===== src/rtl/fetch_ctrl.sv =====
// Purpose: instruction-fetch sequencer; reads the instruction at pc over a rd/ack port, latches ir, and steps or vectors the PC.
// Latency: 2 cycles start-to-ir_valid (plus 1 per memory wait cycle, plus 1 for an interrupt vector cycle).
// Backpressure: start is only sampled in IDLE; a memory read that stalls for TIMEOUT cycles is abandoned with a bus_err pulse.
//
// Ports:
//   clock, reset            - system clock, asynchronous active-high reset
//   start                   - fetch request from the control unit (IDLE only)
//   pc                      - current PC register value
//   irq, irq_en             - level interrupt request and its enable
//   mem_rd/mem_addr         - memory read request and address (address is 0 when not reading)
//   mem_ack/mem_data        - memory read data valid and data
//   ir, ir_valid            - instruction register and its one-cycle "new" pulse
//   pcwr, pc_src, alu_inc   - PC register write controls (01 = pc+1 from ALU, 10 = vector 0x0280)
//   irq_ack, bus_err, busy  - interrupt acknowledge, fetch-timeout pulse, not-idle status
module fetch_ctrl #(
    parameter int TIMEOUT = 15
) (
    input  logic        clock,
    input  logic        reset,
    input  logic        start,
    input  logic [15:0] pc,
    input  logic        irq,
    input  logic        irq_en,
    input  logic        mem_ack,
    input  logic [15:0] mem_data,
    output logic        mem_rd,
    output logic [15:0] mem_addr,
    output logic [15:0] ir,
    output logic        ir_valid,
    output logic        pcwr,
    output logic [1:0]  pc_src,
    output logic        alu_inc,
    output logic        irq_ack,
    output logic        bus_err,
    output logic        busy
);

    typedef enum logic [1:0] {
        S_IDLE   = 2'd0,
        S_VECTOR = 2'd1,
        S_FETCH  = 2'd2,
        S_INC    = 2'd3
    } state_t;

    localparam logic [7:0] TIMEOUT_C = 8'(TIMEOUT);

    localparam logic [1:0] SRC_NONE = 2'b00;
    localparam logic [1:0] SRC_ALU  = 2'b01;
    localparam logic [1:0] SRC_VEC  = 2'b10;

    state_t      state_q, state_d;
    logic [7:0]  cnt_q, cnt_d;
    logic [7:0]  cnt_inc;
    logic [15:0] ir_q, ir_d;
    logic        bus_err_q, bus_err_d;
    logic        mem_rd_q, mem_rd_d;
    logic        pcwr_q, pcwr_d;
    logic [1:0]  pc_src_q, pc_src_d;
    logic        alu_inc_q, alu_inc_d;
    logic        ir_valid_q, ir_valid_d;
    logic        irq_ack_q, irq_ack_d;
    logic        busy_q, busy_d;

    assign cnt_inc = cnt_q + 8'd1;

    // Next-state logic. cnt_q holds the number of FETCH cycles already
    // completed, so cnt_inc counts the cycle ending at this edge.
    always_comb begin
        state_d   = state_q;
        cnt_d     = cnt_q;
        ir_d      = ir_q;
        bus_err_d = 1'b0;
        case (state_q)
            S_IDLE: begin
                cnt_d = 8'd0;
                if (start) begin
                    state_d = (irq && irq_en) ? S_VECTOR : S_FETCH;
                end
            end
            S_VECTOR: begin
                state_d = S_FETCH;
            end
            S_FETCH: begin
                cnt_d = cnt_inc;
                // An ack on the same edge as the timeout still completes the fetch.
                if (mem_ack) begin
                    ir_d    = mem_data;
                    state_d = S_INC;
                end else if (cnt_inc == TIMEOUT_C) begin
                    bus_err_d = 1'b1;
                    cnt_d     = 8'd0;
                    state_d   = S_IDLE;
                end
            end
            S_INC: begin
                cnt_d   = 8'd0;
                state_d = S_IDLE;
            end
            default: begin
                cnt_d   = 8'd0;
                state_d = S_IDLE;
            end
        endcase
    end

    // Outputs are decoded from the next state and registered, so the PC
    // register sees stable pcwr/pc_src across the whole high phase.
    always_comb begin
        mem_rd_d   = (state_d == S_FETCH);
        pcwr_d     = (state_d == S_VECTOR) || (state_d == S_INC);
        alu_inc_d  = (state_d == S_INC);
        ir_valid_d = (state_d == S_INC);
        irq_ack_d  = (state_d == S_VECTOR);
        busy_d     = (state_d != S_IDLE);
        case (state_d)
            S_VECTOR: pc_src_d = SRC_VEC;
            S_INC:    pc_src_d = SRC_ALU;
            default:  pc_src_d = SRC_NONE;
        endcase
    end

    always_ff @(posedge clock or posedge reset) begin
        if (reset) begin
            state_q    <= S_IDLE;
            cnt_q      <= 8'd0;
            ir_q       <= 16'h0000;
            bus_err_q  <= 1'b0;
            mem_rd_q   <= 1'b0;
            pcwr_q     <= 1'b0;
            pc_src_q   <= SRC_NONE;
            alu_inc_q  <= 1'b0;
            ir_valid_q <= 1'b0;
            irq_ack_q  <= 1'b0;
            busy_q     <= 1'b0;
        end else begin
            state_q    <= state_d;
            cnt_q      <= cnt_d;
            ir_q       <= ir_d;
            bus_err_q  <= bus_err_d;
            mem_rd_q   <= mem_rd_d;
            pcwr_q     <= pcwr_d;
            pc_src_q   <= pc_src_d;
            alu_inc_q  <= alu_inc_d;
            ir_valid_q <= ir_valid_d;
            irq_ack_q  <= irq_ack_d;
            busy_q     <= busy_d;
        end
    end

    assign mem_rd   = mem_rd_q;
    // Address follows pc live while reading so a vector load lands in the same fetch.
    assign mem_addr = mem_rd_q ? pc : 16'h0000;
    assign ir       = ir_q;
    assign ir_valid = ir_valid_q;
    assign pcwr     = pcwr_q;
    assign pc_src   = pc_src_q;
    assign alu_inc  = alu_inc_q;
    assign irq_ack  = irq_ack_q;
    assign bus_err  = bus_err_q;
    assign busy     = busy_q;

endmodule

===== config.mk =====
export PLATFORM = sky130hd
export DESIGN_NAME = fetch_ctrl
export DESIGN_NICKNAME = d
export VERILOG_FILES = /design/src/rtl/fetch_ctrl.sv
export SDC_FILE = /design/constraint.sdc
export NUM_CORES = 1
export LEC_CHECK = 0
export ABC_AREA = 1
export CORE_ASPECT_RATIO = 0.9
export CORE_MARGIN = 4
export CORE_UTILIZATION = 37
export CTS_CLUSTER_SIZE = 24
export DETAILED_ROUTE_END_ITERATION = 7
export PLACE_DENSITY = 0.77
export SYNTH_ARGS = -nofsm -noshare
export SYNTH_HDL_FRONTEND = slang
export SYNTH_SLANG_ARGS = --single-unit

===== constraint.sdc =====
create_clock -name clock -period 1.7 [get_ports clock]
set_clock_uncertainty 0.15 [all_clocks]
set_input_delay 0.51 -clock clock [delete_from_list [all_inputs] [get_ports clock]]
set_output_delay 0.51 -clock clock [all_outputs]
set_load 0.02 [all_outputs]

# Word-level counts from Yosys, hierarchy flattened
# Cells that the tools add are included.
# word_totals
regBits	34
inputBits	38
elab_cells	38
# classes
addsub	1
n_eq_ne	7
mux	13
reduce_logical	7
# ops
op	count
$mux W16	1
$mux W8	2
$pmux W8 S2	1
$add A8 B1 Y8 const B	1
$eq A2 B2 Y1 const B	4
$eq A8 B4 Y1 const B	1
$mux W2	4
$pmux W2 S4	1
$eq A2 B1 Y1 const B	2
$pmux W2 S2	1
$reduce_bool A2 Y1	2
$mux W1	3
$logic_not A2 Y1	1
$reduce_and A2 Y1	1
$reduce_or A2 Y1	1
$logic_and A1 B1 Y1	1
$logic_or A1 B1 Y1	1

# Depth between registers and ports, before layout
# Gate-level depths: netlist (run 1).
# depth
ltp_word	7
ltp_mapped	12
ltp_nobuf	12

# Worst setup path after synthesis (run 1)
# Ideal clock, no wire load.
# synth_timing
path_type	flip-flop to output port
from	register mem_rd_q, in the netlist mem_rd
to	output mem_addr[10]
arrival_time_ns	1.157
required_ns	1.040
setup_slack_ns	-0.117
path_stages_with_launch	5
path_cell_list	dfrtp_1 > clkbuf_1 > clkbuf_1 > nand2_1 > inv_1
# synth_between
elab_chain_cells	1
# synth_rtl
item	line_no	source
start: declaration	56	logic mem_rd_q, mem_rd_d;
start signal: assignment	140	mem_rd_q <= mem_rd_d;
$mux W16	152	assign mem_addr = mem_rd_q ? pc : 16'h0000;
end: declaration	27	output logic [15:0] mem_addr,
# Every way passes these cells.

# Worst setup path in the final report (run 1)
# layout_timing
from	register cnt_q[1]
to	register cnt_q[1]
# layout_between
elab_chain_cells	5
# layout_rtl
item	line_no	source
start: declaration	52	logic [7:0] cnt_q, cnt_d;
start signal: assignment	137	cnt_q <= cnt_d;
$add A8 B1 Y8 *	64	assign cnt_inc = cnt_q + 8'd1;
$eq A8 B4 Y1	89	end else if (cnt_inc == TIMEOUT_C) begin
$mux W8	89	
$mux W8 *	86	if (mem_ack) begin
$pmux W8 S2 *	73	case (state_q)
# Every way passes the cells marked *; elsewhere a longest branch is shown, timed or not.
# A chain may end at the register's enable or synchronous reset.

==> flow_summary.toml, run 1 <==
[finish]
n_antenna_cell = 0
nNetsFinal = 328
fillCellCount = 317
regArea_um2 = 805.8
instances_no_fill = 345
drive_gt1_share_pct = 46.67
multi_input_area_um2 = 880.8
syn_to_final_growth_pct = 82.76
design_area_um2 = 3012

[clocking]
clk_latency_ns = 0.28
clk_pin_slew_ns = 0.06
htreeDepth = 2
cts_buffers = 5
clock-sinks = 32
root_buffer = "clkbuf_8"
cts_tree = "done"
cts_buffer_depth = 2

[place]
pre_cts_ws_ns = -0.6369
routabilityCongestion = 0.8275
io_buffers = 78
dp_hpwl_um = 3115
dp_cells = 330
placed_area_um2 = 2611

[route]
first_pass_iters = 4
drc = 0
vias_per_cell = 4.626
wl_um = 4533
route.vias.total = 1596
postRouteAntennaNets = 0
drtIter0Drc = 50
wl_per_cell_um = 13.14

[floorplanning]
fp.dieH_um = 71.31
die_area_um2 = 5587
num_rows = 22
fp.dieW_um = 78.35
core_um2 = 4184
boundaryPins = 79
start_util_pct = 39.38

[power]
p_total_uw = 4606
leakage_uw = 0.001553
power_per_cell_area_nw_per_um2 = 1529
vdd.ir_drop.worst_mv = 0.9696

[outcome]
violations = "negative setup slack"
outcome = "complete, but fails checks"

[sta]
hold_viol_final = 0
min_period_ns = 1.850
hold_ws_ns = 0.3477
relSlewSlack_pct = 78.49
grt_setup_unrepaired = "true"
fmax_mhz = 540.5
slew_violations = 0
setup_viol_count_final = 27
final.period_utilization_pct = 108.8
tightest_slew_ns = 0.3212
setup_slack_ns = -0.1500

[logic_synthesis]
synth_nets = 227
ys_types = 25
synth_top_area_share_pct = 48.60
synth_seq_area_share_pct = 48.60
synth_area_leaders = "dfrtp_1 (49%), mux2_2 (11%), nand2_1 (9.6%), inv_1 (7.7%), ha_1 (3.8%)"
syn_avg_cell_area_um2 = 8.956
yosysWarnings = 0
synth-seq-cells = 32
syn_area_um2 = 1648
syn_inst = 184
yosys.area.top_type = "dfrtp_1"

[job]
drv_cap = 0

[hold_path]
hold_class = "reg2reg"
whs_endpoint = "ir[1]"
min_from = "ir[1]"
hold_path_depth = 1

[grt]
grtUsageMet3_pct = 8.040
met1_usage_pct = 17.26
grt_usage_pct = 16.73
overflow = 0
grt_max_degree = 24
antenna_found_initial = 0
grt_pass1_wl_um = 7355
grt_pass1_vias = 1666
grt_use_met2_pct = 29.75
grt_busiest_layer = "met2"

[critical_path]
critical_path_class = "reg2reg"
cp.required_ns = 1.71
critPathMaxFanout = 4
reg2reg_from = "cnt_q[1]"
r2r_end = "cnt_q[1]"
r2r_slack_ns = -0.15
cp_data_arrival_time_ns = 1.86
setup.worst_path.start_class = "flip-flop"
end_kind = "flip-flop"
cp-startpoint = "cnt_q[1]"
rr_worst_depth = 9
## how the worst max path moves through the flow
| stage | to | slack, ns |
|---|---|---|
| after floorplan | ir[0] | 0.003 |
| after CTS | mem_addr[5] | -0.15 |
| after global routing | busy | -0.21 |
| after detailed placement | mem_addr[6] | -0.64 |
| final | cnt_q[1] | -0.15 |
| after global placement | mem_addr[5] | -0.63 |
## per-stage QoR
| step | TNS [ns] | util, % |
|---|---|---|
| after global routing | -3.856 | 71.98 |
| after global placement | -16.20 | 62.41 |
| after detailed placement | -16.41 | 62.41 |
| after CTS | -2.126 | 69.56 |
| final | -2.249 | 71.98 |
| after floorplan | 0 | - |
## sequential cells by signal, summed over array words and instances (netlist names)
register,count
state_q,2
mem_rd,1
irq_ack,1
bus_err,1
ir_valid,1
busy,1
ir,16
pcwr,1
cnt_q,8
## final cells by class
class | count | share of cell area [%]
Sequential cell | 32 | 26.76
Clock buffer | 7 | 3.199
Multi-Input combinational cell | 108 | 29.25
Tap cell | 60 | 2.493
Timing Repair Buffer | 100 | 33.57
Inverter | 38 | 4.736
## cell usage after synthesis
library cell  instances
o211ai_1              1
nand2_1              42
o21ai_1               2
ha_1                  5
nor3_1                1
inv_2                 4
nor2_1               10
clkbuf_1              2
a21oi_4               1
buf_4                 3
nand2_2               2
mux2_2               16
a21oi_1               1
nor2_2                4
a22o_1                1
buf_2                 1
nand3_2               2
inv_1                34
nand3_1               8
o21ai_0               4
nand4_1               2
o22ai_1               4
nand2_4               1
nand4_2               1
dfrtp_1              32
## metal layers
layer | vias to the layer above | part of all wire (%)
met3 | 7 | 12
met4 | 0 | 1.4
met1 | 728 | 37
met2 | 82 | 50
met5 | - | 0
li1 | 779 | -
## cell usage in the layout (no fill, tap or decap)
master            n
dlygate4sd2_1    41
o22ai_1           4
a21oi_1           1
nand4_2           1
buf_6            21
ha_4              1
clkbuf_16         2
o211ai_1          1
nor2_4            2
dfrtp_1          28
nand3_4           1
o21ai_2           1
inv_2            24
clkbuf_8          7
buf_8             1
o21ai_0           2
o21ai_1           3
clkdlybuf4s50_1  20
a22o_1            1
nand3_2           5
inv_1            14
nor2_1            7
nand2_2           6
nand4_1           2
a21oi_4           1
nor3_2            1
nand2_4          19
mux2_2           16
nand3_1           4
ha_1              4
buf_12            3
nand2_1          20
nor2_2            5
buf_4            12
dfrtp_2           4
## what timing repair did
item | 4_1_cts | 5_1_grt
setup buffers | 3 | 3
hold buffers | 0 | 0
gates resized for setup | 205 | 28
pin swaps | 17 | 21
endpoints found under the setup margin | 53 | 29
gates cloned | 2 | 0
## report_power, final
group          leakage, uW  total [uW]  internal, uW  switching [uW]
combinational      0.00111        2730          1280            1450
sequential        0.000393        1270          1070             191
clock            0.0000503         615           360             255
total              0.00155        4610          2710            1900
## critical path, stage by stage, from the launching register on
cell and delay [ns]:
dfrtp_1 0.40, buf_6 0.14, ha_1 0.18, nand2_1 0.10
nor3_2 0.12, nand2_1 0.08, nor2_2 0.11, nand3_2 0.12
buf_6 0.15, a22o_1 0.18
## kinds of logic after synthesis
logic type / synth area share, %
compound gates: 5.619
fa+ha+maj: 3.797
flops: 48.60
mux: 10.93
buf+inv: 10.78
simple gates: 20.27
Power figures use the tool's default switching activity.
==> run 2, diff against run 1 <==
--- a/config.mk
+++ b/config.mk
@@ -11,6 +11,7 @@
 export CORE_UTILIZATION = 37
 export CTS_CLUSTER_SIZE = 24
 export DETAILED_ROUTE_END_ITERATION = 7
+export MAX_ROUTING_LAYER = met4
 export PLACE_DENSITY = 0.77
 export SYNTH_ARGS = -nofsm -noshare
 export SYNTH_HDL_FRONTEND = slang
==> flow_summary.toml, run 2 (synthesized netlist as in run 1, its figures left out) <==
[power]
power_per_cell_area_nw_per_um2 = 1530
leakage_uw = 0.001553
vdd.ir_drop.worst_mv = 0.9695
p_total_uw = 4608

[hold_path]
hold_class = "reg2reg"

[critical_path]
end_kind = "flip-flop"
setup.worst_path.start_class = "flip-flop"
cp.required_ns = 1.71
critical_path_class = "reg2reg"
critPathMaxFanout = 4
cp_data_arrival_time_ns = 1.86
r2r_slack_ns = -0.14

[finish]
final_common_cell = "dlygate4sd2_1"
largest_reg_flops = 16
final_cell_mix = "dlygate4sd2_1 (41), dfrtp_1 (28), inv_2 (24)"
drive_gt1_share_pct = 46.67
finish.utilization_pct = 71.98
n_antenna_cell = 0
fillCellCount = 317
syn_to_final_growth_pct = 82.76
nNetsFinal = 328

[floorplanning]
start_util_pct = 39.38
fp.dieH_um = 71.31
boundaryPins = 79
core_um2 = 4184
fp.dieW_um = 78.35
die_area_um2 = 5587
num_rows = 22

[sta]
hold_viol_final = 0
min_period_ns = 1.843
fmax_mhz = 542.5
tightest_slew_ns = 0.3212
setup_slack_ns = -0.1434
grt_setup_unrepaired = "true"
setup_viol_count_final = 28
relSlewSlack_pct = 78.49
final.period_utilization_pct = 108.4
slew_violations = 0

[place]
pre_cts_ws_ns = -0.6369
dp_hpwl_um = 3115
io_buffers = 78
routabilityCongestion = 0.8401

[route]
postRouteAntennaNets = 0
wl_um = 4543
vias_per_cell = 4.649
drc = 0
drtIter0Drc = 55
first_pass_iters = 4
wl_per_cell_um = 13.17
route.vias.total = 1604

[clocking]
htreeDepth = 2
clock-sinks = 32
clk_latency_ns = 0.28
root_buffer = "clkbuf_8"
cts_buffers = 5
cts_hold_buf = 0
clk_pin_slew_ns = 0.06
cts_buffer_depth = 2
cts_tree = "done"

[grt]
grt_pass1_vias = 1663
grt_max_degree = 24
grt_usage_pct = 17.26
overflow = 0
grt_pass1_wl_um = 7376
antenna_found_initial = 0

[outcome]
violations = "negative setup slack"
outcome = "complete, but fails checks"

[job]
drv_cap = 0
## run 2: per-layer routing
metal / vias to the layer above / wire length [um] / GRT usage, %
li1: 781 / - / -
met1: 726 / 1744 / 18.05
met2: 90 / 2270 / 29.75
met3: 7 / 465 / 6.910
met4: 0 / 63 / 5.825
met5: - / 0 / -
## run 2: through the flow
stage               TNS [ns]  instance area [um^2]  instances  hold slack (ns)
global placement      -16.20                  2611        330           0.3358
finish                -2.183                  3012        345           0.3477
floorplan                  0                  1650        184           0.3799
global route          -3.863                  3012        345           0.3620
detailed placement    -16.41                  2611        330           0.3429
CTS                   -2.126                  2910        342           0.3527
## run 2: worst max-delay path, cell delays in order (launching register included)
cell and delay [ns]:
dfrtp_1 0.40, buf_6 0.14, ha_1 0.18, nand2_1 0.10
nor3_2 0.12, nand2_1 0.08, nor2_2 0.11, nand3_2 0.12
buf_6 0.15, a22o_1 0.18
## run 2: cell type report
type	count	area [um^2]	share of cell area [%]
clock buffer	7	96.34	3.199
sequential	32	805.8	26.76
tap	60	75.07	2.493
multi-input combinational	108	880.8	29.25
inverter	38	142.6	4.736
timing repair buffer	100	1011	33.57
## run 2: worst paths after layout
kind / start / endpoint / depth (start not counted)
max: cnt_q[1] / cnt_q[1] / 9
min: ir[1] / ir[1] / 1
max reg2reg: cnt_q[1] / cnt_q[1] / 9
min reg2reg: ir[1] / ir[1] / 1
max in group asynchronous: reset / mem_rd / 3
min in group asynchronous: reset / ir[7] / 3
## run 2: timing repair
item / 4_1_cts / 5_1_grt
pin swaps: 17 / 21
cloned: 2 / 0
resized for setup: 205 / 28
setup endpoints to repair: 53 / 29
buffers inserted: 3 / 3
## run 2: power breakdown
part           switching [uW]  leakage (uW)  internal (uW)  total (uW)
logic                    1450       0.00111           1280        2730
registers                 192      0.000393           1070        1270
clock network             255     0.0000503            360         615
